==> src/rtl/reg_dat_initiator_if.sv <==
// reg_dat_initiator_if: peripheral seed/data bus and the buffered output word stream
interface reg_dat_initiator_if;
  logic [3:0]  m_seed_we;
  logic [31:0] m_seed_di;
  logic        m_dat_re;
  logic [31:0] m_dat_do;
  logic        m_dat_wait;
  logic        out_valid;
  logic        out_ready;
  logic [31:0] out_data;
  modport master (
    output m_seed_we, m_seed_di, m_dat_re, out_valid, out_data,
    input  m_dat_do, m_dat_wait, out_ready
  );
  modport slave (
    input  m_seed_we, m_seed_di, m_dat_re, out_valid, out_data,
    output m_dat_do, m_dat_wait, out_ready
  );
endinterface

==> src/rtl/reg_dat_initiator.sv <==
// reg_dat_initiator: writes a seed, issues counted wait-stalled reads, buffers words in a FIFO
module reg_dat_initiator #(
  parameter int DEPTH   = 4,
  parameter int TIMEOUT = 255
) (
  input  logic        clk,
  input  logic        resetn,
  input  logic        start,
  input  logic [31:0] seed,
  input  logic [15:0] count,
  output logic        busy,
  output logic        done,
  output logic        err,
  reg_dat_initiator_if.master bus
);
  localparam int AW = $clog2(DEPTH);
  localparam logic [AW:0]   FULL = DEPTH[AW:0];
  localparam logic [AW:0]   CINC = 1;
  localparam logic [AW-1:0] PINC = 1;
  localparam logic [16:0]   TMO  = TIMEOUT[16:0];
  typedef enum logic [2:0] {IDLE, SEED, ISSUE, READ, DONE} state_t;
  state_t        state_q, state_d;
  logic [15:0]   remaining_q, remaining_d;
  logic [15:0]   wait_q, wait_d;
  logic          err_reg_q, err_reg_d;
  logic          busy_q, busy_d;
  logic          done_q, done_d;
  logic          err_q, err_d;
  logic [3:0]    m_seed_we_q, m_seed_we_d;
  logic [31:0]   m_seed_di_q, m_seed_di_d;
  logic          m_dat_re_q, m_dat_re_d;
  logic [31:0]   mem_q [DEPTH];
  logic [31:0]   mem_d [DEPTH];
  logic [AW-1:0] wr_q, wr_d, rd_q, rd_d;
  logic [AW:0]   cnt_q, cnt_d;
  logic          push, pop;
  always_comb begin
    state_d     = state_q;
    remaining_d = remaining_q;
    wait_d      = wait_q;
    err_reg_d   = err_reg_q;
    push        = 1'b0;
    case (state_q)
      IDLE: if (start) begin
        state_d     = SEED;
        remaining_d = count;
        err_reg_d   = 1'b0;
      end
      SEED:  state_d = ISSUE;
      ISSUE: state_d = remaining_q == '0 ? DONE : (cnt_q != FULL ? READ : ISSUE);
      READ: if (!bus.m_dat_wait) begin
        push        = 1'b1;
        remaining_d = remaining_q - 16'd1;
        wait_d      = '0;
        state_d     = ISSUE;
      end else if ({1'b0, wait_q} + 17'd1 >= TMO) begin
        err_reg_d = 1'b1;
        wait_d    = '0;
        state_d   = DONE;
      end else begin
        wait_d = wait_q + 16'd1;
      end
      DONE:    state_d = IDLE;
      default: state_d = IDLE;
    endcase
  end
  always_comb begin
    busy_d      = state_d != IDLE;
    done_d      = state_d == DONE;
    err_d       = state_d == DONE && err_reg_d;
    m_seed_we_d = state_d == SEED ? 4'hF : 4'h0;
    m_seed_di_d = state_d == SEED ? seed : 32'h0;
    m_dat_re_d  = state_d == READ;
  end
  always_comb begin
    pop   = bus.out_ready && cnt_q != '0;
    wr_d  = push ? wr_q + PINC : wr_q;
    rd_d  = pop ? rd_q + PINC : rd_q;
    cnt_d = push && !pop ? cnt_q + CINC : (pop && !push ? cnt_q - CINC : cnt_q);
    mem_d = mem_q;
    if (push) mem_d[wr_q] = bus.m_dat_do;
  end
  always_ff @(posedge clk) begin
    if (!resetn) begin
      state_q     <= IDLE;
      remaining_q <= '0;
      wait_q      <= '0;
      err_reg_q   <= 1'b0;
      busy_q      <= 1'b0;
      done_q      <= 1'b0;
      err_q       <= 1'b0;
      m_seed_we_q <= '0;
      m_seed_di_q <= '0;
      m_dat_re_q  <= 1'b0;
      mem_q       <= '{default: '0};
      wr_q        <= '0;
      rd_q        <= '0;
      cnt_q       <= '0;
    end else begin
      state_q     <= state_d;
      remaining_q <= remaining_d;
      wait_q      <= wait_d;
      err_reg_q   <= err_reg_d;
      busy_q      <= busy_d;
      done_q      <= done_d;
      err_q       <= err_d;
      m_seed_we_q <= m_seed_we_d;
      m_seed_di_q <= m_seed_di_d;
      m_dat_re_q  <= m_dat_re_d;
      mem_q       <= mem_d;
      wr_q        <= wr_d;
      rd_q        <= rd_d;
      cnt_q       <= cnt_d;
    end
  end
  assign busy          = busy_q;
  assign done          = done_q;
  assign err           = err_q;
  assign bus.m_seed_we = m_seed_we_q;
  assign bus.m_seed_di = m_seed_di_q;
  assign bus.m_dat_re  = m_dat_re_q;
  assign bus.out_valid = cnt_q != '0;
  assign bus.out_data  = cnt_q != '0 ? mem_q[rd_q] : 32'h0;
endmodule

==> src/flat_wrapper.sv <==
// flat-port wrapper written by rule: the top's interface ports become plain ports
module reg_dat_initiator_flat 
#(
  parameter int DEPTH   = 4,
  parameter int TIMEOUT = 255
)
  (clk, resetn, start, seed, count, busy, done, err, bus_m_seed_we, bus_m_seed_di, bus_m_dat_re, bus_out_valid, bus_out_data, bus_m_dat_do, bus_m_dat_wait, bus_out_ready);
  reg_dat_initiator_if bus_i ();
  input  logic clk;
  input  logic resetn;
  input  logic start;
  input  logic [31:0] seed;
  input  logic [15:0] count;
  output logic busy;
  output logic done;
  output logic err;
  output wire logic [$bits(bus_i.m_seed_we)-1:0] bus_m_seed_we;
  output wire logic [$bits(bus_i.m_seed_di)-1:0] bus_m_seed_di;
  output wire logic [$bits(bus_i.m_dat_re)-1:0] bus_m_dat_re;
  output wire logic [$bits(bus_i.out_valid)-1:0] bus_out_valid;
  output wire logic [$bits(bus_i.out_data)-1:0] bus_out_data;
  input wire logic [$bits(bus_i.m_dat_do)-1:0] bus_m_dat_do;
  input wire logic [$bits(bus_i.m_dat_wait)-1:0] bus_m_dat_wait;
  input wire logic [$bits(bus_i.out_ready)-1:0] bus_out_ready;
  assign bus_m_seed_we = bus_i.m_seed_we;
  assign bus_m_seed_di = bus_i.m_seed_di;
  assign bus_m_dat_re = bus_i.m_dat_re;
  assign bus_out_valid = bus_i.out_valid;
  assign bus_out_data = bus_i.out_data;
  assign bus_i.m_dat_do = bus_m_dat_do;
  assign bus_i.m_dat_wait = bus_m_dat_wait;
  assign bus_i.out_ready = bus_out_ready;
  reg_dat_initiator #(.DEPTH(DEPTH), .TIMEOUT(TIMEOUT)) u_core (.clk(clk), .resetn(resetn), .start(start), .seed(seed), .count(count), .busy(busy), .done(done), .err(err), .bus(bus_i));
endmodule
==> config.mk <==
export PLATFORM = sky130hd
export DESIGN_NAME = reg_dat_initiator_flat
export DESIGN_NICKNAME = d
export VERILOG_FILES = /design/src/rtl/reg_dat_initiator_if.sv /design/src/rtl/reg_dat_initiator.sv /design/src/flat_wrapper.sv
export SDC_FILE = /design/constraint.sdc
export NUM_CORES = 1
export LEC_CHECK = 0
export ABC_AREA = 1
export ABC_CLOCK_PERIOD_IN_PS = 4500
export CELL_PAD_IN_SITES_DETAIL_PLACEMENT = 2
export CELL_PAD_IN_SITES_GLOBAL_PLACEMENT = 2
export CORE_MARGIN = 2
export CORE_UTILIZATION = 32
export DETAILED_ROUTE_END_ITERATION = 7
export PLACE_DENSITY = 0.85
export SETUP_SLACK_MARGIN = 0.2
export SYNTH_ARGS = -nofsm -noshare
export SYNTH_HDL_FRONTEND = slang
export SYNTH_SLANG_ARGS = --single-unit
==> constraint.sdc <==
create_clock -name clk -period 4.5 [get_ports clk]
set_clock_uncertainty 0.1 [all_clocks]
set_input_delay 0.45 -clock clk [delete_from_list [all_inputs] [get_ports clk]]
set_output_delay 0.45 -clock clk [all_outputs]
set_load 0.1 [all_outputs]
==> metrics <==
Slew @ Worst Pin 1.22 ns; final instance area 12000 um^2; RSZ-0062 raised after global routing false; synthesized area 9050 um^2; Fmax 0.316 GHz; TritonCTS Buffers 25; Die X 172 um; Filler cells 3187; Starting Density 0.325; total of max-cap violations 0; Final Total Pwr 6.84 mW; GRT Resource Usage Total 0.230; count leader, synth a21oi_1; Clk pwr share 0.308; Post-synth top cells a21oi_1, dfxtp_1, nand2_1, o21ai_0, inv_1; gpl congestion 0.757; Comb power frac 0.397; cell count after synthesis 1260; Final Util 0.431; clk buf depth 3; IO Pins 158; Hold-fix buffers, CTS 0; Yosys cell types 33; CP Class register to primary output; CTS H-Tree Depth 1; Die Y 172 um; Leak 4.34 nW; Syn Area/Cell 7.19 um^2; minimum clock period 3.17 ns; area share of the largest cell type after synthesis 0.460; CTS tree built; yosys warns 0; Final Setup Violations 0; row count 61; Slew headroom 0.184; first-pass GRT wire length 54100 um; port bufs 157; Worst VDD drop 290 uV; Synth Net Count 1354; count of flip-flops with a built-in enable after synthesis 0; Post-route DRC 0; Worst Slack Setup Final 1.33 ns; Final Max Tran Viols 0; DRT iter0 DRCs 427; post-detail-place hpwl 21100 um; status finished clean; Net count, final 1462; period utilization 0.704; GRT Residual Overflow 0; Resized cells post-CTS 0; Layout area overhead 32.7%; switching pwr 2.89 mW; vias in the first global route 10.2k; final hold violations 0; sw frac 0.422; # diodes 0; Hold WC Path Type input port to register; Final Non-Filler Cells 1765; Worst-Skew Late Latency 0.53 ns; flops & latches, synth 208; Reg clk slew, reported paths 0.06 ns; startpoint types register; Setup TNS 0 ns; ys async rst share 0; predominant post-synthesis flop cell dfxtp_1; vias 9265; area of placed instances 11200 um^2; largest net degree at the start of global routing 89; vias per cell 5.25; Max Fanout on Critical Path 22; power density over the cells 569 nW/um^2; antenna violations before repair 0; Critical Path AT 2.62 ns; register area share after synthesis 0.460; post-route ant nets 0; CP endpoint kind primary output; Reg power frac 0.295; Worst Path Required 3.95 ns; Sink Count 208; Area contributors post-synth dfxtp_1, a21oi_1, o21ai_0, nand2_1, inv_1; hold slack 0.164 ns; router iterations before antenna repair 5; Cell Int Power 3.95 mW; worst slack, placed 1.14 ns; area of the core 27900 um^2; Setup Fix Bufs, Post-CTS 0; routed wire length 34100 um; placed cells 1719; DR WL/cell 19.3 um; layout cells sized above 1 0.0793; clock tree root driver cell clkbuf_16; DIE AREA 29700 um^2; Synth area leader dfxtp_1
==> metal layers <==
layer / share of wire / GRT usage / up-vias
met3: 0.057 / 0.0506 / 36
met4: 0.014 / 0.0457 / 0
met2: 0.51 / 0.428 / 213
li1: - / - / 4362
met5: 0 / 0 / -
met1: 0.42 / 0.272 / 4654
==> area by class of cell <==
class,count,area [um^2],area share
multi-input cells,811,3970,0.330
clock buffers,34,699,0.0582
clock inverters,12,150,0.0125
well taps,378,473,0.0394
repair buffers,170,1980,0.165
flip-flops and latches,208,4170,0.347
inverters,152,571,0.0475
==> registers in the layout, summed over array words and instances, names as in the netlist, 2 cells and up <==
register / flops
u_core.rd_q: 2
u_core.cnt_q: 3
u_core.state_q: 3
u_core.wr_q: 2
u_core.mem_q: 128
u_core.bus.m_seed_di: 32
u_core.remaining_q: 16
u_core.wait_q: 16
==> cells in the final DEF, fill, tap and decap left out, drive strengths merged, types with 7 or more instances in the layout <==
cell type	instances
a21oi	255
buf	46
clkbuf	34
clkdlybuf4s50	124
clkinv	7
dfxtp	208
ha	8
inv	151
nand2	169
nand3	94
nand4	9
nor2	81
nor3	14
o21ai	155
xor2	7
==> critical path, cell delays in order, from the launching register on <==
cell	delay (ns)
dfxtp_1	0.34
clkinv_1	0.37
buf_4	0.41
a21oi_1	0.18
o21ai_0	0.12
a21oi_1	0.42
buf_12	0.24
==> cells by family (layout without fill, tap and decap cells) <==
family,count (synthesis),after routing,share of synthesized area
AND/OR/NAND/NOR,370,370,0.178
AO/OA/AOI/OAI,423,423,0.237
flip-flops,208,208,0.460
XOR/XNOR,9,9,0.00871
adder cells (fa/ha/maj),9,9,0.0133
buffers and inverters,241,368,0.103
==> final timing paths <==
check                           slack, ns                                  to  cells past startpoint                     startpoint
worst min register to register       0.35       u_core.mem_q[41]$_SDFFE_PN0P_                      2  u_core.mem_q[41]$_SDFFE_PN0P_
worst max-delay path                 1.33                     bus_out_data[0]                      6    u_core.rd_q[1]$_SDFFE_PN0P_
worst max register to register       1.44       u_core.mem_q[87]$_SDFFE_PN0P_                      7   u_core.state_q[1]$_SDFF_PN0_
worst min-delay path                 0.16  u_core.bus.m_seed_we[2]$_SDFF_PN0_                      3                         resetn
==> power groups by stage <==
stage | clock (mW) | sequential, mW | combinational [mW]
6_report | 2.11 | 2.02 | 2.71
3_5_place_dp | 0 | 2.06 | 2.71
2_1_floorplan | 0 | 2.27 | 1.54
4_1_cts | 2.15 | 2.02 | 2.73
3_3_place_gp | 0 | 2.05 | 2.65
5_1_grt | 2.23 | 2.03 | 2.87
(Power assumes the default switching activity.)
